===== src/rtl/div_pkg.sv =====
// Shared types and default geometry for the sequential restoring divider.
package div_pkg;

  localparam int DIVIDEND_W = 16;
  localparam int DIVISOR_W  = 8;
  localparam int CNT_W      = $clog2(DIVIDEND_W);

  typedef enum logic [1:0] {
    IDLE = 2'd0,
    CALC = 2'd1,
    DONE = 2'd2
  } state_t;

endpackage


===== src/rtl/div_step.sv =====
// One combinational restoring-division step: shift the next dividend bit into
// the partial remainder, subtract the divisor if it fits, and emit the
// resulting quotient bit.
module div_step #(
  parameter int DIVISOR_W = 8
) (
  input  logic [DIVISOR_W:0]   pr,
  input  logic                 dividend_bit,
  input  logic [DIVISOR_W-1:0] divisor,
  output logic [DIVISOR_W:0]   pr_next,
  output logic                 q_bit
);

  // Keep the full partial remainder in the trial value so the compare has
  // headroom. The top bit of pr is always zero between steps, which makes this
  // equivalent to {pr[DIVISOR_W-1:0], dividend_bit}.
  logic [DIVISOR_W+1:0] t;
  logic [DIVISOR_W+1:0] d_ext;

  assign t     = {pr, dividend_bit};
  assign d_ext = {2'b00, divisor};
  assign q_bit = (t >= d_ext);

  // Restore (keep t) when the divisor does not fit; the difference always fits
  // in DIVISOR_W+1 bits because it is smaller than the divisor.
  assign pr_next = q_bit ? (DIVISOR_W+1)'(t - d_ext) : t[DIVISOR_W:0];

endmodule


===== src/rtl/divide_restoring.sv =====
// Sequential unsigned restoring divider: one quotient bit per cycle, with
// valid/ready handshakes on both the operand and the result side.
module divide_restoring #(
  parameter int DIVIDEND_W = div_pkg::DIVIDEND_W,
  parameter int DIVISOR_W  = div_pkg::DIVISOR_W
) (
  input  logic                  clk,
  input  logic                  rst,
  input  logic                  in_valid,
  output logic                  in_ready,
  input  logic [DIVIDEND_W-1:0] dividend,
  input  logic [DIVISOR_W-1:0]  divisor,
  output logic                  out_valid,
  input  logic                  out_ready,
  output logic [DIVIDEND_W-1:0] quotient,
  output logic [DIVISOR_W-1:0]  remainder,
  output logic                  div_zero
);

  import div_pkg::*;

  localparam int CW = $clog2(DIVIDEND_W);

  state_t                state;
  logic [DIVIDEND_W-1:0] dq;         // dividend shifting out, quotient shifting in
  logic [DIVISOR_W-1:0]  divisor_q;
  logic [DIVISOR_W:0]    pr;         // partial remainder, one bit wider than divisor
  logic [CW-1:0]         cnt;

  logic [DIVISOR_W:0]    pr_next;
  logic                  q_bit;

  div_step #(.DIVISOR_W(DIVISOR_W)) u_step (
    .pr           (pr),
    .dividend_bit (dq[DIVIDEND_W-1]),
    .divisor      (divisor_q),
    .pr_next      (pr_next),
    .q_bit        (q_bit)
  );

  // Handshake flags decode straight from the state register, so no input
  // reaches an output combinationally.
  assign in_ready  = (state == IDLE);
  assign out_valid = (state == DONE);

  // Control FSM, iteration counter and datapath registers.
  // NOTE: sequential state uses non-blocking (<=) so every register samples
  // pre-edge values; blocking here would create order-dependent races.
  always_ff @(posedge clk) begin
    if (rst) begin
      state     <= IDLE;
      dq        <= '0;
      divisor_q <= '0;
      pr        <= '0;
      cnt       <= '0;
      quotient  <= '0;
      remainder <= '0;
      div_zero  <= 1'b0;
    end else begin
      case (state)
        IDLE: begin
          if (in_valid) begin
            dq        <= dividend;
            divisor_q <= divisor;
            pr        <= '0;
            if (divisor == '0) begin
              quotient  <= '1;
              remainder <= dividend[DIVISOR_W-1:0];
              div_zero  <= 1'b1;
              state     <= DONE;
            end else begin
              cnt   <= CW'(DIVIDEND_W - 1);
              state <= CALC;
            end
          end
        end

        CALC: begin
          dq  <= {dq[DIVIDEND_W-2:0], q_bit};
          pr  <= pr_next;
          cnt <= cnt - 1'b1;
          if (cnt == '0) begin
            // Capture the final step straight into the result registers so
            // they stay untouched while the next job runs.
            quotient  <= {dq[DIVIDEND_W-2:0], q_bit};
            remainder <= pr_next[DIVISOR_W-1:0];
            div_zero  <= 1'b0;
            state     <= DONE;
          end
        end

        DONE: begin
          if (out_ready) state <= IDLE;
        end

        // NOTE: a default arm returns any unencoded state value to IDLE and
        // keeps the case complete, so no latch-like hold is implied.
        default: state <= IDLE;
      endcase
    end
  end

endmodule


===== config.mk =====
export PLATFORM = sky130hd
export DESIGN_NAME = divide_restoring
export DESIGN_NICKNAME = d
export VERILOG_FILES = /design/src/rtl/div_pkg.sv /design/src/rtl/div_step.sv /design/src/rtl/divide_restoring.sv
export SDC_FILE = /design/constraint.sdc
export NUM_CORES = 1
export LEC_CHECK = 0
export ABC_AREA = 0
export CORE_ASPECT_RATIO = 0.9
export CORE_MARGIN = 1
export CORE_UTILIZATION = 53
export DETAILED_ROUTE_END_ITERATION = 6
export GPL_ROUTABILITY_DRIVEN = 0
export PLACE_DENSITY_LB_ADDON = 0.25
export SLEW_MARGIN = 10
export SYNTH_ARGS = -nofsm -noshare
export SYNTH_HDL_FRONTEND = slang
export SYNTH_SLANG_ARGS = --single-unit
export TNS_END_PERCENT = 30

===== constraint.sdc =====
create_clock -name clk -period 2.6 [get_ports clk]
set_clock_uncertainty 0.1 [all_clocks]
set_input_delay 0.52 -clock clk [delete_from_list [all_inputs] [get_ports clk]]
set_output_delay 0.52 -clock clk [all_outputs]
set_load 0.02 [all_outputs]

# Word-level counts from Yosys, hierarchy flattened
# Index checks and enable logic that the tools add are counted.
[totals]
register_bits = 64
out_inout_bits = 27
wordCells = 52
[op_classes]
mux = 25
n_addsub = 2
magnitude_cmp = 1
eq_ne = 7
n_reduce_logical = 9
[ops]
columns = ["op", "count"]
rows = [
  ["$mux W16", 4],
  ["$pmux W16 S2", 2],
  ["$mux W8", 3],
  ["$mux W9", 2],
  ["$pmux W9 S2", 1],
  ["$pmux W8 S2", 1],
  ["$ge A10 B8 Y1", 1],
  ["$sub A9 B8 Y9", 1],
  ["$logic_not A8 Y1", 1],
  ["$mux W2", 4],
  ["$mux W4", 2],
  ["$pmux W4 S2", 1],
  ["$ne A2 B2 Y1 const B", 3],
  ["$pmux W2 S3", 1],
  ["$reduce_and A3 Y1", 2],
  ["$logic_not A4 Y1", 1],
  ["$ne A2 B1 Y1 const B", 2],
  ["$reduce_and A2 Y1", 2],
  ["$reduce_and A4 Y1", 1],
  ["$sub A4 B1 Y4 const B", 1],
  ["$mux W1", 3],
  ["$eq A2 B1 Y1 const B", 1],
  ["$eq A2 B2 Y1 const B", 1],
  ["$logic_not A2 Y1", 1],
  ["2 further kinds", 2],
]

# Depth between registers and ports, before layout
# Gate-level depths: netlist of the first run.
[depth]
depth_word = 4
mapped_depth = 11
depth_no_buf = 10

# Modules after synthesis
# From an unflattened synthesis of the first run, not the netlist that was laid out.
[hier_totals]
hier_cells = 351
hier_area_um2 = 3103.0
[by_module_without_submodules]
columns = ["module", "seq_area_each_um2", "cells_per_inst", "instances", "area_per_inst_um2"]
rows = [
  ["divide_restoring", 1281.2, 276, 1, 2580.0],
  ["div_step", 0.0, 75, 1, 523.0],
]

# Least setup slack after synthesis of the first run
# OpenSTA, ideal clock, no wires.
[synth_timing]
path_kind = "reg-to-reg"
from = "register dq[15]"
to = "register remainder[0]"
path_slack_ps = 271
synth_period_minus_slack_ps = 2329
arrival_time_ps = 2138
stages_incl_launch_ff = 12
required_ps = 2409
path_buffers = 1
path_cell_list = "dfxtp_1 inv_1 ha_1 inv_1 fa_1 nand3_1 a31oi_1 nor4_4 buf_6 mux2i_1 nand2_1 a311oi_1"
[synth_via]
elab_chain_cells = 4
word_cells_on_any_way = 5
[synth_lines]
columns = ["element", "line_no", "text"]
rows = [
  ["start: declaration", "divide_restoring.sv:25", "logic [DIVIDEND_W-1:0] dq;"],
  ["start signal: assignment", "divide_restoring.sv:63", "dq <= dividend;"],
  ["start signal: assignment", "divide_restoring.sv:79", "dq <= {dq[DIVIDEND_W-2:0], q_bit};"],
  ["$sub A9 B8 Y9 or $ge A10 B8 Y1 (tied branches)", "div_step.sv:26, div_step.sv:22", ""],
  ["$mux W9 (*)", "div_step.sv:26", "assign pr_next = q_bit ? (DIVISOR_W+1)'(t - d_ext) : t[DIVISOR_W:0];"],
  ["$mux W8 (*)", "divide_restoring.sv:82", "if (cnt == '0) begin"],
  ["$pmux W8 S2 (*)", "divide_restoring.sv:60", "case (state)"],
  ["end signal: assignment", "divide_restoring.sv:68", "remainder <= dividend[DIVISOR_W-1:0];"],
  ["end signal: assignment", "divide_restoring.sv:86", "remainder <= pr_next[DIVISOR_W-1:0];"],
  ["end: declaration", "divide_restoring.sv:16", "output logic [DIVISOR_W-1:0] remainder,"],
]
# Every way passes the cells marked *; elsewhere a longest branch is shown, timed or not. The select of a mux whose other input is x is not followed.
# A chain may end at the register's enable or synchronous reset.

# Final worst setup path of the first run
# Same ends and word-level chain as after synthesis.

==> key figures, run 1 <==
Outcome
  • Status: finished, final reports clean

Yosys
  • Yosys cell types: just over 50
  • Syn nets: about 430
  • Synth area leaders: dfxtp_1 41%, nor2_1 8.1%, nand2_1 7.7%, a311oi_1 6.4%, a211oi_1 5.3%
  • Post-Syn Instances: between 300 and 400
  • Main combinational cell family by area after synthesis: simple AND/OR/NAND/NOR gates
  • Synth Area in Simple Gates: between 20% and 30%
  • #FFs+latches synth: 64
  • Synth Area in Adders: 4.230%
  • Post-synthesis sequential area ratio: 40.86%
  • Multiplexer area fraction after synthesis: under 10%
  • Synth Area per Inst: ~8.1 um^2
  • Synth Cell Area: 3136 um^2
  • Synth Flop Type: dfxtp_1
  • XOR/XNOR share of the synthesized area: less than 1%
  • Synth async-reset ratio: 0%
  • Synth Area in Compound Gates: about a quarter
  • Yosys warning total: 0
  • Synth top area share: 40.86%
  • Synth cell count leaders: 68 x nor2_1, 64 x dfxtp_1, 64 x nand2_1, 27 x a21oi_1, 23 x a311oi_1
  • Post-synth top area cell: dfxtp_1
  • EDFF count, synth: 0
  • Most common cell in the netlist: nor2_1

Hold path
  • Hold Path Stages: 2
  • HP Start: divisor_q[7]$_SDFFE_PP0P_
  • Worst hold path type: flop to flop
  • Hold Path Sink: divisor_q[7]$_SDFFE_PP0P_

STA
  • Tcrit/Tclk final: between 90% and 100%
  • Final hold vios: 0
  • Fin crit period: ~2400 ps
  • Slew margin rel.: between 50% and 60%
  • FMAX: 0.4095 GHz
  • Pins Over Slew Limit: 0
  • Setup tns final: 0 ps
  • RSZ-0062 raised after global routing: false
  • Worst-margin pin slew: approximately 640 ps
  • # setup viols final: 0

Critical path
  • Worst Path Max Fanout: 8
  • Worst path arrival time: roughly 2600 ps
  • Reg2reg end: remainder[0]$_SDFFE_PP0P_
  • CP Capture Type: flop
  • Req. time, crit path: 2750 ps
  • Worst r2r path cells: 11
  • Critical Path Start Type: flop
  • FF-to-FF Start: dq[15]$_SDFFE_PP0P_
  • Kind of critical path: flop to flop
  • R2R Setup Slk: around 160 ps

Floorplan
  • Placeable Area: between 5000 and 6000 um^2
  • Die area: just over 6000 um^2
  • Ports: between 50 and 60
  • Rows: 26
  • Die Y: roughly 75 um
  • Initial Util: roughly 55%
  • Die X-Extent: between 80 and 90 um

Layout
  • Cell area after layout: approximately 4000 um^2
  • Synth-to-layout area growth: 26.26%
  • Layout cells sized above 1: roughly a tenth
  • Post-Route Utilization: a little over two thirds
  • Final nets: around 480
  • Antenna cells: 0
  • Fill cell count: approximately 460

CTS
  • Worst-Skew Late Latency: about 340 ps
  • Number of CTS-inserted buffers: 9
  • H-Tree Depth: 3
  • TritonCTS clock tree: yes
  • Reg clk slew, reported paths: roughly 70 ps
  • Clock Tree Root: clkbuf_8
  • CTS max path bufs: 2
  • Clock Sink Count: between 60 and 70

Detailed routing
  • Wire length per cell: 13.97 um
  • Starting DRT DRC Count: ~170
  • Via density: between 5 and 6
  • DRC Markers: 0
  • Pre-antenna DRT Iters: 5
  • Antenna-violating nets left: 0
  • Via count: 2850
  • Routed WL: ~7000 um

Power
  • Leak: about 1.5 nW
  • Worst IR Drop VDD: a little over 0.0005 V
  • Cell Pwr Density: 884.7 nW/um^2

Place
  • Placed standard-cell area: between 3000 and 4000 um^2
  • IO Port Bufs: 54
  • DP HPWL: between 5000 and 6000 um

Job
  • Number of max-cap violations: 0

Global route
  • GRT Total Usage: between 20% and 30%
  • Vias in the first global route: roughly 2500
  • First-pass GRT wire length: ~12000 um
  • Initial antenna violation count: 0
  • Grt total ovfl: 0
  • Pin count of the biggest net entering global routing: 34
==> kinds of logic (layout without fill, tap and decap cells) <==
logic type / after synthesis / count (layout)
and+or+nand+nor: 166 / 166
AOI/OAI and AO/OA: 101 / 101
buffers and inverters: 41 / 96
muxes: 4 / 4
xor gates and xnor gates: 3 / 3
DFF: 64 / 64
adders and majority gates: 10 / 10
==> timing repair <==
item | in CTS | in global routing
resized for setup | 0 | 2
buffers inserted | 0 | 1
hold buffers | 0 | 0
endpoints found under the setup margin | 0 | 4
==> per-layer routing <==
metal	vias up	wire, um	track usage, %
met5	-	0	0
met4	0	93	8.812
met3	10	379	6.031
met2	82	3355	37.61
met1	1292	3354	31.74
li1	1466	-	-
==> power by group <==
part | total (mW) | switching (mW) | leakage [nW] | internal (mW)
Clock | 0.852 | 0.385 | 0.0993 | 0.467
Combinational | 1.40 | 0.768 | 0.870 | 0.635
Sequential | 1.25 | 0.113 | 0.526 | 1.13
Total | 3.50 | 1.27 | 1.50 | 2.24
==> area by class of cell <==
cell class | instances | area [um^2] | share of cell area (%)
Tap cell | 70 | 87.58 | 2.212
Inverter | 14 | 52.55 | 1.327
Multi-Input combinational cell | 284 | 1685 | 42.57
Clock inverter | 5 | 56.30 | 1.422
Sequential cell | 64 | 1281 | 32.36
Clock buffer | 11 | 141.4 | 3.571
Timing Repair Buffer | 66 | 654.4 | 16.53
==> sequential cells by signal, summed over array words and instances, names as in the netlist <==
name and count:
dq 16, quotient 16, pr 9, divisor_q 8, remainder 8, cnt 4, state 2, div_zero 1
==> critical path, cell delays in order, from the launching register on <==
cell and delay, ps:
dfxtp_1 320, inv_1 80, ha_1 150, inv_1 50, fa_1 410, nand3_1 120
a31oi_1 120, nor4_4 230, buf_6 180, mux2i_1 210, nand2_1 100, a311oi_1 280
==> worst max-delay path by stage <==
stage	from	endpoint	slack, ps
floorplan	dq[15]$_SDFFE_PP0P_	remainder[0]$_SDFFE_PP0P_	270
global placement	divisor[7]	quotient[0]$_SDFFE_PP0P_	170
detailed placement	divisor[7]	remainder[3]$_SDFFE_PP0P_	30
CTS	dq[15]$_SDFFE_PP0P_	remainder[0]$_SDFFE_PP0P_	30
global route	dq[15]$_SDFFE_PP0P_	remainder[0]$_SDFFE_PP0P_	30
finish	dq[15]$_SDFFE_PP0P_	remainder[0]$_SDFFE_PP0P_	160
==> cells in the final DEF (no fill, tap or decap), types with 2 or more instances in the layout <==
master / synthesis / layout
nand2_1: 64 / 64
inv_1: 14 / 14
xnor2_1: 2 / 2
o21ai_1: 2 / 2
a21oi_1: 27 / 27
o21ba_2: 2 / 2
nor3b_1: 2 / 2
a21o_1: 2 / 2
clkbuf_8: 0 / 10
o21ai_0: 6 / 6
mux2i_1: 3 / 3
o21a_1: 3 / 3
nor4_1: 3 / 3
buf_12: 0 / 2
buf_4: 0 / 9
dfxtp_1: 64 / 64
clkdlybuf4s50_1: 0 / 53
nand3_1: 2 / 2
clkinv_2: 0 / 2
nor2b_1: 4 / 3
a211oi_1: 22 / 22
and2_1: 4 / 4
nor3_1: 3 / 3
nor2_1: 68 / 68
a311oi_2: 1 / 2
ha_1: 9 / 9
nand2b_1: 7 / 7
o211ai_1: 2 / 2
a311oi_1: 23 / 22
==> through the flow <==
step / hold WS [ps] / instances / power, mW / setup slack (ps)
after CTS: 359.2 / 513 / 3.471 / 26.03
after floorplan: 336.3 / 389 / 2.224 / 271.3
after global routing: 383.8 / 514 / 3.716 / 31.63
after detailed placement: 349.8 / 497 / 2.622 / 25.07
after global placement: 343.3 / 497 / 2.584 / 169.3
final: 355.9 / 514 / 3.502 / 157.7
No activity file was read; power rests on OpenSTA's default activity.
==> inputs of run 2 (changes only) <==
--- a/config.mk
+++ b/config.mk
@@ -6,11 +6,13 @@
 export NUM_CORES = 1
 export LEC_CHECK = 0
 export ABC_AREA = 0
+export CAP_MARGIN = 20
 export CORE_ASPECT_RATIO = 0.9
 export CORE_MARGIN = 1
 export CORE_UTILIZATION = 53
 export DETAILED_ROUTE_END_ITERATION = 6
 export GPL_ROUTABILITY_DRIVEN = 0
+export GPL_TIMING_DRIVEN = 1
 export PLACE_DENSITY_LB_ADDON = 0.25
 export SLEW_MARGIN = 10
 export SYNTH_ARGS = -nofsm -noshare
==> results of run 2 <==
Final layout, timing and power as in run 1 (identical DEF).
==> inputs of run 3 (changes only) <==
--- a/config.mk
+++ b/config.mk
@@ -14,6 +14,7 @@
 export GPL_ROUTABILITY_DRIVEN = 0
 export GPL_TIMING_DRIVEN = 1
 export PLACE_DENSITY_LB_ADDON = 0.25
+export SKIP_LAST_GASP = 1
 export SLEW_MARGIN = 10
 export SYNTH_ARGS = -nofsm -noshare
 export SYNTH_HDL_FRONTEND = slang
==> results of run 3 <==
Final layout, timing and power as in run 1 (identical DEF).
